$ cat src/rtl/mips_rf_pkg.sv
// Shared register-file definitions: default widths, register count and reset data value.
package mips_rf_pkg;

  localparam int DATA_W_DEF = 16;
  localparam int ADDR_W_DEF = 3;
  localparam int NREGS_DEF  = 2 ** ADDR_W_DEF;
  localparam int RESET_DATA = 0;

endpackage

$ cat src/rtl/rd_wr_scoreboard.sv
// Per-register write scoreboard: pending bits, outstanding-write count, sticky stray write-back flag.
module rd_wr_scoreboard
  import mips_rf_pkg::*;
#(
  parameter int ADDR_W = ADDR_W_DEF,
  parameter int CNT_W  = ADDR_W + 1,
  parameter int NREGS  = 2 ** ADDR_W
) (
  input  logic              clk,
  input  logic              rst,
  input  logic              issue_valid,
  input  logic [ADDR_W-1:0] issue_wreg,
  output logic              issue_ready,
  input  logic              wb_valid,
  input  logic [ADDR_W-1:0] wb_reg,
  input  logic              skip,
  input  logic              flush,
  output logic [NREGS-1:0]  pending,
  output logic              wr_en,
  output logic [CNT_W-1:0]  pend_cnt,
  output logic              err_wb
);

  logic             claim;
  logic             commit_hit;
  logic             stray_wb;
  logic [NREGS-1:0] pend_nxt;
  logic [CNT_W-1:0] cnt_nxt;

  // NOTE: every always_comb output gets a default first so no path leaves a latch behind.
  always_comb begin
    commit_hit  = wb_valid && pending[wb_reg];
    stray_wb    = wb_valid && !pending[wb_reg] && !flush;
    // A pending destination may be reclaimed in the same cycle its write-back retires.
    issue_ready = !flush && (!pending[issue_wreg] || (wb_valid && (wb_reg == issue_wreg)));
    claim       = issue_valid && issue_ready;
    wr_en       = commit_hit && !skip;

    pend_nxt = pending;
    if (commit_hit) pend_nxt[wb_reg] = 1'b0;
    if (claim)      pend_nxt[issue_wreg] = 1'b1;
    if (flush)      pend_nxt = '0;

    if (flush) cnt_nxt = '0;
    else       cnt_nxt = pend_cnt + CNT_W'(claim) - CNT_W'(commit_hit);
  end

  // NOTE: sequential state uses non-blocking assignments so all flops update from pre-edge values.
  always_ff @(posedge clk or negedge rst) begin
    if (!rst) begin
      pending  <= '0;
      pend_cnt <= '0;
      err_wb   <= 1'b0;
    end else begin
      pending  <= pend_nxt;
      pend_cnt <= cnt_nxt;
      if (stray_wb) err_wb <= 1'b1;
    end
  end

endmodule

$ cat src/rtl/rd_wr_sb_unit.sv
// Register read/write unit with write scoreboard; define RD_WR_SB_BYPASS_EN to forward
// same-cycle write-back data to the source read ports.
module rd_wr_sb_unit
  import mips_rf_pkg::*;
#(
  parameter int DATA_W = DATA_W_DEF,
  parameter int ADDR_W = ADDR_W_DEF,
  parameter int CNT_W  = ADDR_W + 1
) (
  input  logic              clk,
  input  logic              rst,
  input  logic              issue_valid,
  input  logic [ADDR_W-1:0] issue_wreg,
  output logic              issue_ready,
  input  logic [ADDR_W-1:0] rreg1,
  input  logic [ADDR_W-1:0] rreg2,
  output logic [DATA_W-1:0] rd1,
  output logic [DATA_W-1:0] rd2,
  output logic              src_ready,
  input  logic              wb_valid,
  input  logic [ADDR_W-1:0] wb_reg,
  input  logic [DATA_W-1:0] wb_data,
  input  logic              skip,
  input  logic              flush,
  output logic [CNT_W-1:0]  pend_cnt,
  output logic              err_wb
);

  localparam int NREGS = 2 ** ADDR_W;

  logic [DATA_W-1:0] regs [NREGS];
  logic [NREGS-1:0]  pending;
  logic              wr_en;
  logic              byp1;
  logic              byp2;

  rd_wr_scoreboard #(
    .ADDR_W (ADDR_W),
    .CNT_W  (CNT_W),
    .NREGS  (NREGS)
  ) u_sb (
    .clk         (clk),
    .rst         (rst),
    .issue_valid (issue_valid),
    .issue_wreg  (issue_wreg),
    .issue_ready (issue_ready),
    .wb_valid    (wb_valid),
    .wb_reg      (wb_reg),
    .skip        (skip),
    .flush       (flush),
    .pending     (pending),
    .wr_en       (wr_en),
    .pend_cnt    (pend_cnt),
    .err_wb      (err_wb)
  );

  // NOTE: the array is reset because architectural registers must read zero after reset.
  always_ff @(posedge clk or negedge rst) begin
    if (!rst) begin
      for (int i = 0; i < NREGS; i++) regs[i] <= DATA_W'(RESET_DATA);
    end else if (wr_en) begin
      regs[wb_reg] <= wb_data;
    end
  end

  always_comb begin
`ifdef RD_WR_SB_BYPASS_EN
    byp1 = wb_valid && !skip && pending[wb_reg] && (wb_reg == rreg1);
    byp2 = wb_valid && !skip && pending[wb_reg] && (wb_reg == rreg2);
`else
    byp1 = 1'b0;
    byp2 = 1'b0;
`endif
    rd1       = byp1 ? wb_data : regs[rreg1];
    rd2       = byp2 ? wb_data : regs[rreg2];
    src_ready = (!pending[rreg1] || byp1) && (!pending[rreg2] || byp2);
  end

endmodule

$ cat config.mk
export PLATFORM = sky130hd
export DESIGN_NAME = rd_wr_sb_unit
export DESIGN_NICKNAME = d
export VERILOG_FILES = /design/src/rtl/mips_rf_pkg.sv /design/src/rtl/rd_wr_scoreboard.sv /design/src/rtl/rd_wr_sb_unit.sv
export SDC_FILE = /design/constraint.sdc
export NUM_CORES = 1
export LEC_CHECK = 0
export CAP_MARGIN = 20
export CORE_MARGIN = 2
export CORE_UTILIZATION = 50
export DETAILED_ROUTE_END_ITERATION = 8
export GPL_ROUTABILITY_DRIVEN = 0
export PLACE_DENSITY = 0.71
export SKIP_LAST_GASP = 1
export SLEW_MARGIN = 20
export SYNTH_ARGS = -nofsm -noshare
export SYNTH_HDL_FRONTEND = slang
export SYNTH_SLANG_ARGS = --single-unit
$ cat constraint.sdc
create_clock -name clk -period 7.3 [get_ports clk]
set_clock_uncertainty 0.1 [all_clocks]
set_input_delay 1.46 -clock clk [delete_from_list [all_inputs] [get_ports clk]]
set_output_delay 1.46 -clock clk [all_outputs]
set_load 0.1 [all_outputs]
==> impl_metrics.py, run 1 <==
metrics = {
    "status": {
        "status": "finished clean",
    },
    "global_route": {
        "grt_max_degree": 76,
        "track_usage": 0.234,
        "gr-total-overflow": 0,
        "antenna_found_initial": 0,
        "grt_pass1_wl_um": 29300,
        "first_global_vias": 5227,
    },
    "timing": {
        "slew_viol_final": 0,
        "timing.final.crit_share": 0.777,
        "worst_pin_slew_ps": 1080,
        "period_needed_ps": 5670,
        "hold_violations": 0,
        "setup_ws_ps": 1630,
        "setup_viol": 0,
        "maxSlewHeadroom": 0.282,
        "rsz0062_at_grt": "no",
        "fmax_ghz": 0.176,
        "tns_ps": 0,
    },
    "layout": {
        "drive_gt1_frac": 0.540,
        "fillCellCount": 1245,
        "n_antenna_cell": 0,
        "final_util": 0.585,
        "register_area_um2": 3530,
        "final_nets": 600,
        "multiInputGateArea_um2": 4150,
        "syn2layout_area_growth_pct": 15.4,
    },
    "yosys": {
        "synth_top_area_frac": 0.443,
        "yosysTopAreaCell": "dfrtp_1",
        "ys_async_sr_fraction": 1.00,
        "synth-main-ff-cell": "dfrtp_1",
        "ys_ff_latch": 141,
        "synth_cell_type_count": 50,
        "synth.avg_cell_area_um2": 16.0,
        "synth-seq-area-share": 0.443,
        "synth_warnings": 0,
        "postSynthCellCount": 498,
        "synth_edf_count": 0,
        "mappedNetlistArea_um2": 7960,
        "ys_top_cells_by_area": "dfrtp_1 (44%), mux4_2 (19%), mux2_2 (18%), mux2_4 (5.7%), buf_2 (0.75%)",
        "syn_nets": 537,
    },
    "critical_path": {
        "criticalPathCategory": "primary input to primary output",
        "crit_buf_inv": 3,
        "slowest_stage": "clkdlybuf4s50_1",
        "crit_start": "issue_wreg[2]",
        "cp_common_cell": "clkdlybuf4s50_1",
        "crit_family": "buffers and inverters",
        "path_cells": "clkdlybuf4s50_1 > inv_1 > o32a_1 > a31oi_2 > nor2_1 > clkdlybuf4s50_1",
        "cpPeakStageDelay_ps": 980,
        "crit_path_end_kind": "primary output",
        "reg2reg_from": "u_sb.pending[1]",
        "critPathLaunchType": "primary input",
        "cp_max_fo": 10,
        "crit_required_ps": 5740,
        "cp.arrival_ps": 4110,
    },
    "cts": {
        "cts_max_level": 4,
        "cts_setup_buffers": 0,
        "ctsResizeCount": 0,
        "path_clk_slew_ps": 50,
        "root_buffer": "clkbuf_16",
        "cts_buffer_depth": 2,
        "cts_sinks": 141,
        "clkLatencyLatePin_ps": 410,
        "numCtsBuffers": 17,
        "cts_tree": "built",
        "hold_buffers": 0,
    },
    "power_and_ir_drop": {
        "seqPwrFrac": 0.430,
        "p_clk_frac": 0.386,
        "p_sw_frac": 0.283,
        "intPower_w": 0.00142,
        "comb_power_share": 0.184,
        "p_leak_nw": 4.20,
        "power_w": 0.00199,
        "power.switching_w": 0.000561,
        "p_per_area_nw_per_um2": 216,
        "peakVddDrop_mv": 0.179,
    },
    "routing": {
        "first_pass_iters": 4,
        "postRouteAntennaNets": 0,
        "drt-initial-drc-count": 311,
        "viasPerCell": 6.06,
        "vias": 4766,
        "drc": 0,
        "wl_um": 18300,
        "drt-wirelength-per-cell_um": 23.2,
    },
    "floorplanning": {
        "ioPinCount": 73,
        "die_w_um": 130,
        "coreArea_um2": 15700,
        "start_util": 0.507,
        "rows": 46,
        "die_h_um": 130,
        "dieArea_um2": 17000,
    },
    "place": {
        "dpl.hpwl_um": 11100,
        "io_buffer_count": 72,
        "place_ws_ps": 1660,
    },
    "job": {
        "drv_cap": 0,
    },
    "min_path": {
        "hp-start": "u_sb.err_wb",
        "hold_path.class": "flip-flop to flip-flop",
    },
}
## synth_stat cells, drive strengths merged, types with 2 or more instances
library cell / n
clkbuf: 11
nor2b: 6
o31ai: 2
nor2: 9
o211ai: 6
mux2i: 3
nand2b: 3
ha: 4
dfrtp: 141
nand3: 6
mux4: 70
o21ai: 6
buf: 27
nand4: 2
o311ai: 2
nor4b: 2
inv: 7
xnor2: 5
a31oi: 3
nand2: 5
and3: 5
mux2: 161
## cells in the final DEF, fill, tap and decap left out, types with 2 or more instances in the layout
cell type        Yosys  routed
mux4_1               2       2
nor2_1               7       7
ha_1                 4       4
buf_4                5      44
o31ai_1              2       2
nand2b_1             2       2
nand2_1              3       3
nand3_1              4       4
and3_1               3       2
mux2_2             126     126
o311ai_0             2       2
clkbuf_16            0      17
clkbuf_8             0       4
inv_1                7       7
nand3_2              2       2
clkinv_2             0       2
clkdlybuf4s50_1      0      35
nor4b_4              2       2
mux4_2              68      68
and3_4               2       2
nor2b_1              6       6
nand4_1              2       2
clkbuf_1            11       5
dfrtp_1            141     141
mux2_1               5       5
a31oi_1              2       2
mux2i_1              3       3
o21ai_0              6       6
mux2_4              30      30
xnor2_1              5       5
o211ai_1             6       6
buf_2               12       2
## flip-flops by register name, indices dropped and copies added, names as in the netlist
signal and cells:
u_sb.pend_cnt 4, regs 128, u_sb.pending 8, u_sb.err_wb 1
## cell families (layout without fill, tap and decap cells)
kind of cell,after synthesis,in the layout,share of synthesized area
compound gates,24,24,0.0215
simple gates,42,42,0.0394
xor+xnor,6,6,0.00660
fa+ha+maj,5,5,0.00880
mux,234,234,0.444
flops,141,141,0.443
buf+inv,46,118,0.0361
## layout make-up
| type | instances | share of cell area |
|---|---|---|
| clock buffer | 26 | 0.0543 |
| clock inverter | 2 | 0.00109 |
| multi-input combinational | 311 | 0.452 |
| timing repair buffer | 82 | 0.0764 |
| sequential | 141 | 0.384 |
| inverter | 8 | 0.00327 |
| tap | 216 | 0.0294 |
## metal layers
layer | vias to the layer above | wire length (um) | global-route usage
li1 | 2069 | - | -
met1 | 2582 | 7890 | 0.311
met2 | 101 | 9310 | 0.388
met3 | 14 | 887 | 0.0570
met4 | 0 | 167 | 0.0626
met5 | - | 0 | 0
## worst paths after layout
kind	slack, ps	end	depth (start not counted)
setup reg to reg	4630	u_sb.pend_cnt[3]	10
min in group asynchronous	970	regs[43]	1
max in group asynchronous	4800	regs[112]	2
setup / recovery	1630	issue_ready	6
hold reg to reg	380	u_sb.err_wb	1
hold / removal	380	u_sb.err_wb	1
## power groups by stage
stage	logic, W	clock network, W	registers (W)
detailed placement	0.000367	0	0.000867
finish	0.000365	0.000767	0.000855
global route	0.000385	0.000819	0.000860
floorplan	0.000240	0	0.000886
CTS	0.000369	0.000783	0.000854
global placement	0.000360	0	0.000863
## per-stage QoR
step           area [um2]  cells  hold WS (ps)
6_report             9190    786           377
5_1_grt              9190    786           396
4_1_cts              9190    786           383
3_5_place_dp         8680    758           371
3_3_place_gp         8680    758           368
2_1_floorplan        7960    498           370
(Power assumes the default switching activity.)
==> run 2: changes to the inputs <==
- PLACE_DENSITY: 0.71 -> 0.74
- clock period: 7.3 -> 4.85 ns (I/O delays scaled with it)
==> run 2 against run 1 <==
Combinational power increased by 66%. Critical path depth unchanged. Core utilization increased by 3.4 points. Worst setup slack got worse by 730 ps. First-iteration DRC count increased by 46%. Hold slack about the same. Non-clock buffer count increased by 1. Flip-flop and latch count unchanged. Global-route usage about the same. Highest routed layer unchanged.
==> impl_metrics.py, run 2 (same netlist as run 1, synthesis figures left out) <==
metrics = {
    "status": {
        "status": "finished clean",
    },
    "layout": {
        "final_util": 0.619,
        "multiInputGateArea_um2": 4150,
        "register_area_um2": 3530,
        "final_nets": 601,
        "largest_reg_flops": 128,
        "drive_gt1_frac": 0.551,
        "fin_cells": 791,
        "n_antenna_cell": 0,
        "top_register": "regs",
        "fillCellCount": 1164,
        "syn2layout_area_growth_pct": 22.2,
        "reg_top3": "regs: 128 flops, u_sb.pending: 8 flops, u_sb.pend_cnt: 4 flops",
        "final_common_cell": "dfrtp_1",
        "final_cell_mix": "dfrtp_1 (141), mux2_2 (126), mux4_2 (68)",
    },
    "floorplanning": {
        "coreArea_um2": 15700,
        "start_util": 0.507,
        "dieArea_um2": 17000,
        "die_w_um": 130,
        "rows": 46,
        "die_h_um": 130,
        "ioPinCount": 73,
    },
    "routing": {
        "drt-wirelength-per-cell_um": 23.1,
        "viasPerCell": 6.13,
        "vias": 4845,
        "drc": 0,
        "first_pass_iters": 5,
        "drt-initial-drc-count": 454,
        "postRouteAntennaNets": 0,
        "wl_um": 18300,
    },
    "timing": {
        "maxSlewHeadroom": 0.310,
        "rsz0062_at_grt": "no",
        "setup_viol": 0,
        "worst_pin_slew_ps": 1040,
        "fmax_ghz": 0.253,
        "period_needed_ps": 3950,
        "slew_viol_final": 0,
        "hold_violations": 0,
        "timing.final.crit_share": 0.815,
        "tns_ps": 0,
    },
    "critical_path": {
        "criticalPathCategory": "primary input to primary output",
        "slowest_stage": "clkdlybuf4s50_1",
        "r2r_cells": 9,
        "crit_family": "buffers and inverters",
        "worst-path-stages": 6,
        "crit_path_end_kind": "primary output",
        "cp_max_fo": 10,
        "path_cells": "clkdlybuf4s50_1 > inv_1 > o32a_1 > a31oi_2 > nor2_1 > buf_4",
        "crit_required_ps": 3780,
        "crit_buf_inv": 3,
        "cpPeakStageDelay_ps": 690,
        "cp.arrival_ps": 2880,
        "critPathLaunchType": "primary input",
    },
    "global_route": {
        "grt_pass1_wl_um": 29100,
        "grt_max_degree": 114,
        "track_usage": 0.234,
        "first_global_vias": 5141,
        "antenna_found_initial": 0,
        "gr-total-overflow": 0,
    },
    "cts": {
        "cts_tree": "built",
        "numCtsBuffers": 17,
        "hold_buffers": 0,
        "ctsResizeCount": 0,
        "cts_sinks": 141,
        "path_clk_slew_ps": 60,
        "cts_buffer_depth": 2,
        "clkLatencyLatePin_ps": 430,
        "root_buffer": "clkbuf_16",
        "cts_max_level": 4,
        "cts_setup_buffers": 0,
    },
    "place": {
        "dpl.hpwl_um": 11200,
        "io_buffer_count": 72,
        "dp.cells": 759,
    },
    "power_and_ir_drop": {
        "p_leak_nw": 4.34,
        "p_per_area_nw_per_um2": 327,
        "peakVddDrop_mv": 0.254,
    },
    "min_path": {
        "hold_depth": 1,
        "hold_path.class": "flip-flop to flip-flop",
    },
    "job": {
        "drv_cap": 0,
    },
}
[run 2: power breakdown]
group	switching, W	internal [W]
registers	0.0000478	0.00124
clock network	0.000522	0.000771
logic	0.000347	0.000259
[run 2: metrics by stage]
stage	setup WS (ps)	power, W	hold WS (ps)	cell area, um2
floorplan	556	0.00170	370	7970
global placement	954	0.00190	355	9140
detailed placement	931	0.00191	360	9140
CTS	931	0.00321	376	9730
global route	789	0.00331	398	9730
finish	897	0.00318	377	9730
[run 2: worst register-to-register path, cell delays in order, from the launching register on]
cell	delay, ps
dfrtp_1	470
mux4_1	540
mux2i_1	250
nor2b_1	80
ha_1	280
inv_1	40
ha_1	200
fa_1	390
xnor2_1	160
nor2_1	50
[run 2: final cells by class]
type / count / share of cell area
inverter: 8 / 0.00309
multi-input combinational: 311 / 0.427
sequential: 141 / 0.363
clock buffer: 19 / 0.0455
tap: 216 / 0.0278
timing repair buffer: 83 / 0.119
clock inverter: 13 / 0.0147
[run 2: final timing paths]
path	start	endpoint	slack, ps
hold / removal	u_sb.err_wb	u_sb.err_wb	380
setup reg to reg	u_sb.pending[1]	u_sb.pend_cnt[2]	2170
min in group asynchronous	rst	u_sb.pend_cnt[3]	570
hold reg to reg	u_sb.err_wb	u_sb.err_wb	380
max in group asynchronous	rst	regs[83]	3140
setup / recovery	issue_wreg[2]	issue_ready	900
[run 2: per-layer routing]
layer  routed length [um]  global-route usage  vias up
met1                 7500               0.313     2532
met4                  317              0.0702        0
met2                 9220               0.379      207
met5                    0                   0        -
met3                 1230              0.0619       36
li1                     -                   -     2070
